`config.mk`:
```
export PLATFORM = sky130hd
export DESIGN_NAME = dbus_axi_bridge_flat
export DESIGN_NICKNAME = d
export VERILOG_FILES = /design/src/rtl/dbus_axi_bridge_if.sv /design/src/rtl/dbus_axi_bridge.sv /design/src/flat_wrapper.sv
export SDC_FILE = /design/constraint.sdc
export NUM_CORES = 1
export LEC_CHECK = 0
export CAP_MARGIN = 10
export CORE_MARGIN = 4
export CORE_UTILIZATION = 45
export DETAILED_ROUTE_END_ITERATION = 10
export GPL_ROUTABILITY_DRIVEN = 0
export GPL_TIMING_DRIVEN = 0
export PLACE_DENSITY = 0.86
export SLEW_MARGIN = 20
export SYNTH_ARGS = -nofsm -noshare
export SYNTH_HDL_FRONTEND = slang
export SYNTH_SLANG_ARGS = --single-unit
```
`constraint.sdc`:
```
create_clock -name clk -period 5.07 [get_ports clk]
set_input_delay 1.014 -clock clk [delete_from_list [all_inputs] [get_ports clk]]
set_output_delay 1.014 -clock clk [all_outputs]
set_load 0.05 [all_outputs]
```
`src/rtl/dbus_axi_bridge_if.sv`:
```
// Bus bundle for dbus_axi_bridge: CPU dbus request/response side plus AXI4 single-transfer master side.
// The master modport is the bridge's view; the slave modport is the core + AXI slave environment.
interface dbus_axi_bridge_if;
    logic        s_en;
    logic [3:0]  s_we;
    logic [1:0]  s_size;
    logic [31:0] s_addr;
    logic [31:0] s_wdata;
    logic        s_uncached;
    logic [31:0] s_rdata;
    logic        s_stall;
    logic        s_error;

    logic [3:0]  m_arid;
    logic [31:0] m_araddr;
    logic [2:0]  m_arsize;
    logic [3:0]  m_arcache;
    logic        m_arvalid;
    logic        m_arready;
    logic [31:0] m_rdata;
    logic [1:0]  m_rresp;
    logic        m_rvalid;
    logic        m_rready;

    logic [3:0]  m_awid;
    logic [31:0] m_awaddr;
    logic [2:0]  m_awsize;
    logic [3:0]  m_awcache;
    logic        m_awvalid;
    logic        m_awready;
    logic [31:0] m_wdata;
    logic [3:0]  m_wstrb;
    logic        m_wvalid;
    logic        m_wready;
    logic [1:0]  m_bresp;
    logic        m_bvalid;
    logic        m_bready;

    modport master (
        input  s_en, s_we, s_size, s_addr, s_wdata, s_uncached,
        output s_rdata, s_stall, s_error,
        output m_arid, m_araddr, m_arsize, m_arcache, m_arvalid,
        input  m_arready,
        input  m_rdata, m_rresp, m_rvalid,
        output m_rready,
        output m_awid, m_awaddr, m_awsize, m_awcache, m_awvalid,
        input  m_awready,
        output m_wdata, m_wstrb, m_wvalid,
        input  m_wready,
        input  m_bresp, m_bvalid,
        output m_bready
    );

    modport slave (
        output s_en, s_we, s_size, s_addr, s_wdata, s_uncached,
        input  s_rdata, s_stall, s_error,
        input  m_arid, m_araddr, m_arsize, m_arcache, m_arvalid,
        output m_arready,
        output m_rdata, m_rresp, m_rvalid,
        input  m_rready,
        input  m_awid, m_awaddr, m_awsize, m_awcache, m_awvalid,
        output m_awready,
        input  m_wdata, m_wstrb, m_wvalid,
        output m_wready,
        output m_bresp, m_bvalid,
        input  m_bready
    );
endinterface

```
`src/rtl/dbus_axi_bridge.sv`:
```
// dbus_axi_bridge: serialises single-beat CPU loads/stores into AXI4 single transfers (ARLEN=0, INCR, WLAST=1).
// Define DBUS_WBUF_EN to add a one-entry posted write buffer drained by a separate write FSM.
//   state | meaning
//   IDLE  | waiting for a request (write FSM: buffer empty)
//   AR    | read address valid
//   R     | waiting for read data
//   AW_W  | write address/data valid, each dropping after its own handshake
//   B     | waiting for write response
//   DONE  | completion cycle, stall released, rdata/error valid
module dbus_axi_bridge #(
    parameter logic [3:0] AXI_ID      = 4'h0,
    parameter logic [3:0] CACHED_ATTR = 4'b1111
) (
    input logic               clk,
    input logic               rst,
    dbus_axi_bridge_if.master bus
);
    typedef enum logic [2:0] {IDLE, AR, R, AW_W, B, DONE} state_t;

    state_t      state, state_nxt;
    state_t      wr_st;
    logic [31:0] raddr_q, waddr_q, wdata_q, rdata_q;
    logic [1:0]  rsize_q, wsize_q;
    logic [3:0]  wstrb_q;
    logic        runc_q, wunc_q, err_q;
    logic        aw_ok, w_ok;
    logic        aw_hs, w_hs, wr_both, wr_idle;
    logic        load_go, store_go;

    assign aw_hs    = bus.m_awvalid & bus.m_awready;
    assign w_hs     = bus.m_wvalid & bus.m_wready;
    assign wr_both  = (aw_ok | aw_hs) & (w_ok | w_hs);
    assign wr_idle  = (wr_st == IDLE);
    // With the write buffer busy, both loads and stores wait in IDLE so program order holds.
    assign load_go  = (state == IDLE) & bus.s_en & (bus.s_we == 4'b0000) & wr_idle;
    assign store_go = (state == IDLE) & bus.s_en & (bus.s_we != 4'b0000) & wr_idle;

    always_comb begin
        state_nxt = state;
        case (state)
            IDLE: begin
                if (load_go)
                    state_nxt = AR;
`ifdef DBUS_WBUF_EN
                else if (store_go)
                    state_nxt = DONE;
`else
                else if (store_go)
                    state_nxt = AW_W;
`endif
            end
            AR:      if (bus.m_arready) state_nxt = R;
            R:       if (bus.m_rvalid)  state_nxt = DONE;
            AW_W:    if (wr_both)       state_nxt = B;
            B:       if (bus.m_bvalid)  state_nxt = DONE;
            DONE:    state_nxt = IDLE;
            default: state_nxt = IDLE;
        endcase
    end

`ifdef DBUS_WBUF_EN
    state_t wr_nxt;

    always_comb begin
        wr_nxt = wr_st;
        case (wr_st)
            IDLE:    if (store_go)     wr_nxt = AW_W;
            AW_W:    if (wr_both)      wr_nxt = B;
            B:       if (bus.m_bvalid) wr_nxt = IDLE;
            default: wr_nxt = IDLE;
        endcase
    end

    always_ff @(posedge clk or negedge rst) begin
        if (!rst) wr_st <= IDLE;
        else      wr_st <= wr_nxt;
    end

    // Posted-write errors are imprecise: flagged at bvalid regardless of what the core is doing.
    assign bus.s_error = ((state == DONE) & err_q) | ((wr_st == B) & bus.m_bvalid & bus.m_bresp[1]);
`else
    assign wr_st       = state;
    assign bus.s_error = (state == DONE) & err_q;
`endif

    always_ff @(posedge clk or negedge rst) begin
        if (!rst) begin
            state   <= IDLE;
            raddr_q <= '0;
            rsize_q <= '0;
            runc_q  <= 1'b0;
            waddr_q <= '0;
            wsize_q <= '0;
            wunc_q  <= 1'b0;
            wdata_q <= '0;
            wstrb_q <= '0;
            rdata_q <= '0;
            err_q   <= 1'b0;
            aw_ok   <= 1'b0;
            w_ok    <= 1'b0;
        end else begin
            state <= state_nxt;
            if (load_go) begin
                raddr_q <= bus.s_addr;
                rsize_q <= bus.s_size;
                runc_q  <= bus.s_uncached;
            end
            if (store_go) begin
                waddr_q <= bus.s_addr;
                wsize_q <= bus.s_size;
                wunc_q  <= bus.s_uncached;
                wdata_q <= bus.s_wdata;
                wstrb_q <= bus.s_we;
                err_q   <= 1'b0;
            end
            if ((state == R) && bus.m_rvalid) begin
                rdata_q <= bus.m_rdata;
                err_q   <= bus.m_rresp[1];
            end
            if ((state == B) && bus.m_bvalid)
                err_q <= bus.m_bresp[1];
            if (wr_st == AW_W) begin
                if (wr_both) begin
                    aw_ok <= 1'b0;
                    w_ok  <= 1'b0;
                end else begin
                    aw_ok <= aw_ok | aw_hs;
                    w_ok  <= w_ok | w_hs;
                end
            end
        end
    end

    assign bus.m_arid    = AXI_ID;
    assign bus.m_araddr  = raddr_q;
    assign bus.m_arsize  = {1'b0, rsize_q};
    assign bus.m_arcache = runc_q ? 4'b0000 : CACHED_ATTR;
    assign bus.m_arvalid = (state == AR);
    assign bus.m_rready  = (state == R);

    assign bus.m_awid    = AXI_ID;
    assign bus.m_awaddr  = waddr_q;
    assign bus.m_awsize  = {1'b0, wsize_q};
    assign bus.m_awcache = wunc_q ? 4'b0000 : CACHED_ATTR;
    assign bus.m_awvalid = (wr_st == AW_W) & ~aw_ok;
    assign bus.m_wdata   = wdata_q;
    assign bus.m_wstrb   = wstrb_q;
    assign bus.m_wvalid  = (wr_st == AW_W) & ~w_ok;
    assign bus.m_bready  = (wr_st == B);

    assign bus.s_rdata   = rdata_q;
    assign bus.s_stall   = bus.s_en & (state != DONE);
endmodule
```
`src/flat_wrapper.sv`:
```
// flat-port wrapper written by rule: the top's interface ports become plain ports
module dbus_axi_bridge_flat 
#(
    parameter logic [3:0] AXI_ID      = 4'h0,
    parameter logic [3:0] CACHED_ATTR = 4'b1111
)
  (clk, rst, bus_s_en, bus_s_we, bus_s_size, bus_s_addr, bus_s_wdata, bus_s_uncached, bus_s_rdata, bus_s_stall, bus_s_error, bus_m_arid, bus_m_araddr, bus_m_arsize, bus_m_arcache, bus_m_arvalid, bus_m_arready, bus_m_rdata, bus_m_rresp, bus_m_rvalid, bus_m_rready, bus_m_awid, bus_m_awaddr, bus_m_awsize, bus_m_awcache, bus_m_awvalid, bus_m_awready, bus_m_wdata, bus_m_wstrb, bus_m_wvalid, bus_m_wready, bus_m_bresp, bus_m_bvalid, bus_m_bready);
  dbus_axi_bridge_if bus_i ();
  input logic clk;
  input logic rst;
  input wire logic [$bits(bus_i.s_en)-1:0] bus_s_en;
  input wire logic [$bits(bus_i.s_we)-1:0] bus_s_we;
  input wire logic [$bits(bus_i.s_size)-1:0] bus_s_size;
  input wire logic [$bits(bus_i.s_addr)-1:0] bus_s_addr;
  input wire logic [$bits(bus_i.s_wdata)-1:0] bus_s_wdata;
  input wire logic [$bits(bus_i.s_uncached)-1:0] bus_s_uncached;
  output wire logic [$bits(bus_i.s_rdata)-1:0] bus_s_rdata;
  output wire logic [$bits(bus_i.s_stall)-1:0] bus_s_stall;
  output wire logic [$bits(bus_i.s_error)-1:0] bus_s_error;
  output wire logic [$bits(bus_i.m_arid)-1:0] bus_m_arid;
  output wire logic [$bits(bus_i.m_araddr)-1:0] bus_m_araddr;
  output wire logic [$bits(bus_i.m_arsize)-1:0] bus_m_arsize;
  output wire logic [$bits(bus_i.m_arcache)-1:0] bus_m_arcache;
  output wire logic [$bits(bus_i.m_arvalid)-1:0] bus_m_arvalid;
  input wire logic [$bits(bus_i.m_arready)-1:0] bus_m_arready;
  input wire logic [$bits(bus_i.m_rdata)-1:0] bus_m_rdata;
  input wire logic [$bits(bus_i.m_rresp)-1:0] bus_m_rresp;
  input wire logic [$bits(bus_i.m_rvalid)-1:0] bus_m_rvalid;
  output wire logic [$bits(bus_i.m_rready)-1:0] bus_m_rready;
  output wire logic [$bits(bus_i.m_awid)-1:0] bus_m_awid;
  output wire logic [$bits(bus_i.m_awaddr)-1:0] bus_m_awaddr;
  output wire logic [$bits(bus_i.m_awsize)-1:0] bus_m_awsize;
  output wire logic [$bits(bus_i.m_awcache)-1:0] bus_m_awcache;
  output wire logic [$bits(bus_i.m_awvalid)-1:0] bus_m_awvalid;
  input wire logic [$bits(bus_i.m_awready)-1:0] bus_m_awready;
  output wire logic [$bits(bus_i.m_wdata)-1:0] bus_m_wdata;
  output wire logic [$bits(bus_i.m_wstrb)-1:0] bus_m_wstrb;
  output wire logic [$bits(bus_i.m_wvalid)-1:0] bus_m_wvalid;
  input wire logic [$bits(bus_i.m_wready)-1:0] bus_m_wready;
  input wire logic [$bits(bus_i.m_bresp)-1:0] bus_m_bresp;
  input wire logic [$bits(bus_i.m_bvalid)-1:0] bus_m_bvalid;
  output wire logic [$bits(bus_i.m_bready)-1:0] bus_m_bready;
  assign bus_i.s_en = bus_s_en;
  assign bus_i.s_we = bus_s_we;
  assign bus_i.s_size = bus_s_size;
  assign bus_i.s_addr = bus_s_addr;
  assign bus_i.s_wdata = bus_s_wdata;
  assign bus_i.s_uncached = bus_s_uncached;
  assign bus_s_rdata = bus_i.s_rdata;
  assign bus_s_stall = bus_i.s_stall;
  assign bus_s_error = bus_i.s_error;
  assign bus_m_arid = bus_i.m_arid;
  assign bus_m_araddr = bus_i.m_araddr;
  assign bus_m_arsize = bus_i.m_arsize;
  assign bus_m_arcache = bus_i.m_arcache;
  assign bus_m_arvalid = bus_i.m_arvalid;
  assign bus_i.m_arready = bus_m_arready;
  assign bus_i.m_rdata = bus_m_rdata;
  assign bus_i.m_rresp = bus_m_rresp;
  assign bus_i.m_rvalid = bus_m_rvalid;
  assign bus_m_rready = bus_i.m_rready;
  assign bus_m_awid = bus_i.m_awid;
  assign bus_m_awaddr = bus_i.m_awaddr;
  assign bus_m_awsize = bus_i.m_awsize;
  assign bus_m_awcache = bus_i.m_awcache;
  assign bus_m_awvalid = bus_i.m_awvalid;
  assign bus_i.m_awready = bus_m_awready;
  assign bus_m_wdata = bus_i.m_wdata;
  assign bus_m_wstrb = bus_i.m_wstrb;
  assign bus_m_wvalid = bus_i.m_wvalid;
  assign bus_i.m_wready = bus_m_wready;
  assign bus_i.m_bresp = bus_m_bresp;
  assign bus_i.m_bvalid = bus_m_bvalid;
  assign bus_m_bready = bus_i.m_bready;
  dbus_axi_bridge #(.AXI_ID(AXI_ID), .CACHED_ATTR(CACHED_ATTR)) u_core (.clk(clk), .rst(rst), .bus(bus_i));
endmodule
```
* Yosys cells after proc, flatten, opt, wreduce, memory -nomap -nowiden *
Index checks and enable logic that the tools add are counted.
Widths: inputs -> output; s select.

operators by class
  div/mod/pow operators = 0
  bitwise logic cells = 16
  add/subtract/negate cells = 0
  shift-type cells = 0
  multipliers = 0
  reduce and logical (&&, ||, !) cells = 7
  mux-type cells = 14
  magnitude comparators = 0
  equality and inequality tests = 11

operator list
  kind                number
  $mux 3              6
  $pmux 3 s5          1
  $and 1x1->1         12
  $mux 4              2
  $eq 3x2->1 const B  2
  $eq 3x3->1 const B  2
  $ne 3x3->1 const B  2
  $mux 1              5
  $reduce_and 5->1    1
  $logic_not 4->1     1
  $ne 2x1->1 const B  2
  $ne 2x2->1 const B  2
  $reduce_bool 4->1   1
  $eq 3x1->1 const B  1
  $logic_not 3->1     1
  $reduce_bool 3->1   1
  $logic_and 1x1->1   2
  $not 1->1           2
  $or 1x1->1          2

storage, ports and cells
  logic and storage cells = 61
  output and inout port bits = 161
  ROM bits = 0
  bits in latches = 0
  bits in writable memories = 0
  memories = 0
  input bits = 115
  register bits = 144

* Depth between registers and ports, before layout *
Gate-level depths: netlist of run 1.

  depth in word-level cells = 7
  gate-level depth with buffers = 5
  depth with buffers taken out = 3

* Worst setup path before layout of run 1 *
OpenSTA, ideal clock, no wires.

  path type = input -> output
  start point = input bus_s_en
  end point = output bus_s_stall
  cell stages on the path = 1
  buffers on the path = 0
  arrival time = 2153 ps
  data required time = 4056 ps
  path slack = 1903 ps
  cell sequence = a21boi_0

between the ends
  cells in the longest elaborated chain, start to end = 1

RTL lines
  element      RTL line                text
  from (decl)  flat_wrapper.sv:11      input wire logic [$bits(bus_i.s_en)-1:0] bus_s_en;
  $and 1x1->1  dbus_axi_bridge.sv:152  assign bus.s_stall = bus.s_en & (state != DONE);
  to (decl)    flat_wrapper.sv:18      output wire logic [$bits(bus_i.s_stall)-1:0] bus_s_stall;

Every way passes these cells.

* Worst setup path after layout of run 1 *
Same ends and word-level chain as after synthesis.

==> metrics.csv, run 1 <==
metric;value;unit
fillers;883;
seq_area_frac_synth;0.593;
first_pass_iters;4;
wl_met2;8.36;mm
crit_path_max_fanout;4;
synthDistinctLibCells;34;
timing.rr.end;u_core.bus.m_araddr[29];
initial_core_util;0.459;
wl_met1;6.11;mm
antenna_found_initial;0;
max_slew_margin;0.600;
finalMaxSlewViolations;0;
r2r-start;u_core.state[0];
yosysTopAreaCellShare;0.593;
io_buffers;263;
h-tree-depth;4;
die_w;124;um
clk_latency;410;ps
ios;276;
root_buffer;clkbuf_16;
yosysWarnings;0;
cts_max_path_buffers;2;
top_layer;met4;
grt_pass1_vias;4757;
routed_wl;16.0;mm
drtIter0Drc;152;
wl_met3;1.15;mm
area_growth;58.0;%
fmax;0.273;GHz
synthCells;369;
cp.arrival;2650;ps
setup_viol;0;
critPathMostFrequentCell;clkdlybuf4s50_1;
hold_viol_final;0;
cp-start-kind;input pin;
cpMaxStageDelayCell;clkdlybuf4s50_1;
drive_gt1_frac;0.299;
grt_max_degree;80;
synth_edf_count;0;
rr_worst_depth;4;
cts_tree;built;
drc;0;
cpPeakStageDelay;840;ps
wl_per_cell;18.9;um
place_hpwl;12.0;mm
finish.net_count;776;
viasPerCell;4.88;
num_antenna_cells;0;
dr_total_vias;4142;
tightest_slew;600;ps
grt_use_total;0.214;
numCtsBuffers;17;
crit_path_end_kind;output pin;
clk_pin_slew;60;ps
critical_path_required;4060;ps
maxCapViolCount;0;
post_cts_buffers;0;
cp-endpoint;bus_s_stall;
async_reset_ff_frac;1.00;
cts_resized;0;
r2r_setup_slack;3050;ps
synth_seq_cells;144;
synth.area.top_cells;dfrtp_1 59%, mux2_4 17%, mux2_2 13%;
rsz0062_at_grt;no;
yosysTopAreaCell;dfrtp_1;
overflow;0;
fp-row-count;42;
yosysMostFrequentCell;dfrtp_1;
worstPathCellList;clkdlybuf4s50_1 > a21boi_0 > clkdlybuf4s50_1;
finClkSkew;6.13;ps
die_area;15400;um^2
grt_pass1_wl;26.2;mm
syn_area_per_cell;16.5;um^2
core;13200;um^2
hp-class;flop to flop;
worstSetupPathType;input pin to output pin;
ant_nets;0;
hold_buffers;0;
synth_ff_type;dfrtp_1;
worstHoldPathCells;1;
outcome;complete, no violations;
period_minus_slack;3670;ps
critPathLaunch;bus_s_en;
tns;0;ps
netlist_area;6080;um^2
fp.dieH;124;um
finalCritPeriodShare;0.723;
synthTopCellsByCount;144 x dfrtp_1, 70 x mux2_2, 68 x mux2_4;
clock_sinks;144;
[layout by cell type (no fill, tap or decap), drive strengths merged]
cell,n
clkbuf,23
nor4b,1
conb,10
nand3,1
clkinv,4
nor2b,6
mux2i,1
or4,1
inv,7
a21boi,1
o32a,1
mux2,138
nand2b,1
o22a,2
nand2,2
o21ai,2
nor4bb,1
buf,32
nor3b,1
nor2,7
dfrtp,144
nor4,1
a21oi,3
a2bb2oi,2
clkinvlp,2
nand4b,1
clkdlybuf4s50,262
and3,1
o22ai,3
and2,2
a211oi,1
a2111oi,1
bufinv,4
nand3b,3
[kinds of logic (layout without fill, tap and decap cells)]
kind of cell,Yosys count,count (layout),share of synthesized area
muxes,139,139,0.299
and+or+nand+nor,29,29,0.0313
other,1,10,0.000617
buffers and inverters,40,334,0.0572
DFF,144,144,0.593
AOI/OAI and AO/OA,16,16,0.0185
[how the worst min path moves through the flow]
stage	startpoint	to	slack [ps]
global route	u_core.bus.s_rdata[25]	u_core.bus.s_rdata[25]	520
global placement	u_core.bus.m_araddr[18]	u_core.bus.m_araddr[18]	490
CTS	u_core.bus.m_araddr[5]	u_core.bus.m_araddr[5]	510
detailed placement	u_core.bus.m_wdata[11]	u_core.bus.m_wdata[11]	490
floorplan	u_core.runc_q	u_core.runc_q	480
finish	u_core.bus.s_rdata[10]	u_core.bus.s_rdata[10]	500
[registers in the layout, indices dropped and copies added, names as in the netlist, 2 cells and up]
register / cells
u_core.bus.m_awaddr: 32
u_core.bus.s_rdata: 32
u_core.bus.m_wdata: 32
u_core.rsize_q: 2
u_core.state: 3
u_core.bus.m_araddr: 32
u_core.bus.m_wstrb: 4
u_core.wsize_q: 2
[worst max-delay path, delay by kind of cell]
| kind | cells | cell delay, ps |
|---|---|---|
| buffers and inverters | 2 | 1390 |
| AOI/OAI and AO/OA | 1 | 240 |
[cell type report]
cell class | count | area [um^2] | share of cell area
Buffer | 34 | 325 | 0.0339
Clock buffer | 19 | 443 | 0.0461
Clock inverter | 11 | 164 | 0.0171
Inverter | 6 | 22.5 | 0.00235
Multi-Input combinational cell | 194 | 2160 | 0.225
Sequential cell | 144 | 3600 | 0.375
Tap cell | 176 | 220 | 0.0229
Timing Repair Buffer | 264 | 2670 | 0.278
[stage by stage]
step / std cells / worst slack, ps / util / hold slack (ps) / area, um^2
after floorplan: 378 / 1900 / - / 479 / 6110
after global placement: 817 / -2440 / 0.677 / 487 / 8960
after detailed placement: 818 / 1440 / 0.679 / 492 / 9000
after CTS: 848 / 1410 / 0.725 / 508 / 9600
after global routing: 848 / 1330 / 0.725 / 518 / 9600
final: 848 / 1400 / 0.725 / 503 / 9600
[layer usage]
| metal | vias to the layer above | track usage |
|---|---|---|
| met4 | 0 | 0.0870 |
| li1 | 1856 | - |
| met5 | - | 0 |
| met3 | 31 | 0.0739 |
| met1 | 2078 | 0.240 |
| met2 | 177 | 0.372 |
Power of run 1 is not shown: default switching activity piles up to over one toggle a cycle in this logic, so the estimate is an artifact.
==> run 2: changes to the inputs <==
--- a/config.mk
+++ b/config.mk
@@ -7,11 +7,11 @@
 export LEC_CHECK = 0
 export CAP_MARGIN = 10
 export CORE_MARGIN = 4
-export CORE_UTILIZATION = 45
+export CORE_UTILIZATION = 38
 export DETAILED_ROUTE_END_ITERATION = 10
 export GPL_ROUTABILITY_DRIVEN = 0
 export GPL_TIMING_DRIVEN = 0
-export PLACE_DENSITY = 0.86
+export PLACE_DENSITY = 0.77
 export SLEW_MARGIN = 20
 export SYNTH_ARGS = -nofsm -noshare
 export SYNTH_HDL_FRONTEND = slang
==> constraint.sdc (replaced) <==
create_clock -name clk -period 3 [get_ports clk]
set_input_delay 0.6 -clock clk [delete_from_list [all_inputs] [get_ports clk]]
set_output_delay 0.6 -clock clk [all_outputs]
set_load 0.05 [all_outputs]
==> run 2 against run 1 <==
Compared with the run above: highest routed layer unchanged; via count fell by 1.1%; register-to-register slack worse by 2100 ps; flip-flop and latch count is the same; cell area up 0.48%; setup slack worse by 1200 ps; cell count is 4.4% higher; first-iteration DRC count shrank 49%; critical path type is now flop to output pin; clock skew increased by 3.3 ps; non-clock buffer count unchanged.
==> metrics.csv, run 2 (synthesis gave the netlist of run 1 again) <==
metric;value;unit
grt_pass1_wl;25.4;mm
first_pass_iters;4;
cp.arrival;2240;ps
timing.hold.ws;158;ps
hp-class;input pin to async pin;
initial_core_util;0.394;
drtIter0Drc;77;
die_area;18100;um^2
fmax;0.352;GHz
period_minus_slack;2840;ps
place_hpwl;11.9;mm
die_w;134;um
finClkSkew;9.44;ps
routed_wl;15.9;mm
finalCritPeriodShare;0.947;
root_buffer;clkbuf_16;
core;15400;um^2
clk_latency;420;ps
tightest_slew;619;ps
mostFrequentLayoutCells;256 x clkdlybuf4s50_1, 144 x dfrtp_1, 70 x mux2_2;
area_growth;58.8;%
finalMaxSlewViolations;0;
ios;276;
outcome;complete, no violations;
cts_tree;built;
finish.net_count;776;
final_common_cell;clkdlybuf4s50_1;
max_slew_margin;0.588;
crit_path_max_fanout;7;
dr_total_vias;4097;
io_buffers;263;
antenna_found_initial;0;
viasPerCell;4.63;
hold_buffers;0;
drc;0;
setup_viol;0;
maxCapViolCount;0;
cp-start-kind;flop;
clock_sinks;144;
ant_nets;0;
critical_path_required;2400;ps
h-tree-depth;4;
drive_gt1_frac;0.303;
clk_pin_slew;60;ps
num_antenna_cells;0;
fp-row-count;45;
worstSetupPathType;flop to output pin;
post_cts_buffers;0;
crit_path_end_kind;output pin;
fp.dieH;134;um
grt_max_degree;82;
wl_per_cell;17.9;um
grt_pass1_vias;4610;
hold_viol_final;0;
grt_use_total;0.180;
overflow;0;
cts_max_path_buffers;2;
final_core_util;0.625;
numCtsBuffers;17;
rsz0062_at_grt;no;
==> run 2: timing repair <==
item,in CTS,in global routing
gates cloned,0,0
endpoints found under the setup margin,4,3
resized for setup,4,4
==> run 2: through the flow <==
stage / area (um^2) / worst slack [ps] / setup TNS (ps) / instances
2_1_floorplan: 6110 / 445 / 0 / 378
3_3_place_gp: 9010 / -4220 / -606570 / 852
3_5_place_dp: 9040 / 234 / 0 / 853
4_1_cts: 9650 / 9.30 / 0 / 885
5_1_grt: 9650 / 0.568 / 0 / 885
6_report: 9650 / 159 / 0 / 885
==> run 2: area by class of cell <==
type / count / area [um^2]
multi-input combinational: 194 / 2160
timing repair buffer: 264 / 2660
buffer: 34 / 325
sequential: 144 / 3600
inverter: 6 / 22.5
clock buffer: 20 / 457
fill: 1192 / 5780
tap: 211 / 264
clock inverter: 12 / 156
==> run 2: worst max-delay path: stages, from the launching register on <==
cell and delay [ps]:
dfrtp_1 480, nor2b_1 320, nor2b_1 200, clkdlybuf4s50_1 820
==> run 2: path summary, 6_finish.rpt <==
| path | depth (start not counted) | start | to | slack (ps) |
|---|---|---|---|---|
| setup reg to reg | 4 | u_core.state[1] | u_core.bus.m_araddr[11] | 970 |
| max in group asynchronous | 2 | rst | u_core.state[2] | 2070 |
| setup / recovery | 3 | u_core.state[1] | bus_m_rready | 160 |
| hold / removal | 1 | rst | u_core.bus.m_awaddr[18] | 160 |
| hold reg to reg | 1 | u_core.bus.m_araddr[31] | u_core.bus.m_araddr[31] | 500 |
| min in group clk | 1 | u_core.bus.m_araddr[31] | u_core.bus.m_araddr[31] | 500 |
==> run 2: layer usage <==
metal | part of all wire | up-vias | global-route usage | routed length [um]
li1 | - | 1864 | - | -
met1 | 0.39 | 2033 | 0.206 | 6190
met2 | 0.50 | 174 | 0.304 | 8020
met3 | 0.083 | 26 | 0.0820 | 1320
met4 | 0.022 | 0 | 0.0537 | 343
met5 | 0 | - | 0 | 0
Power of run 2 is left out for the same reason.
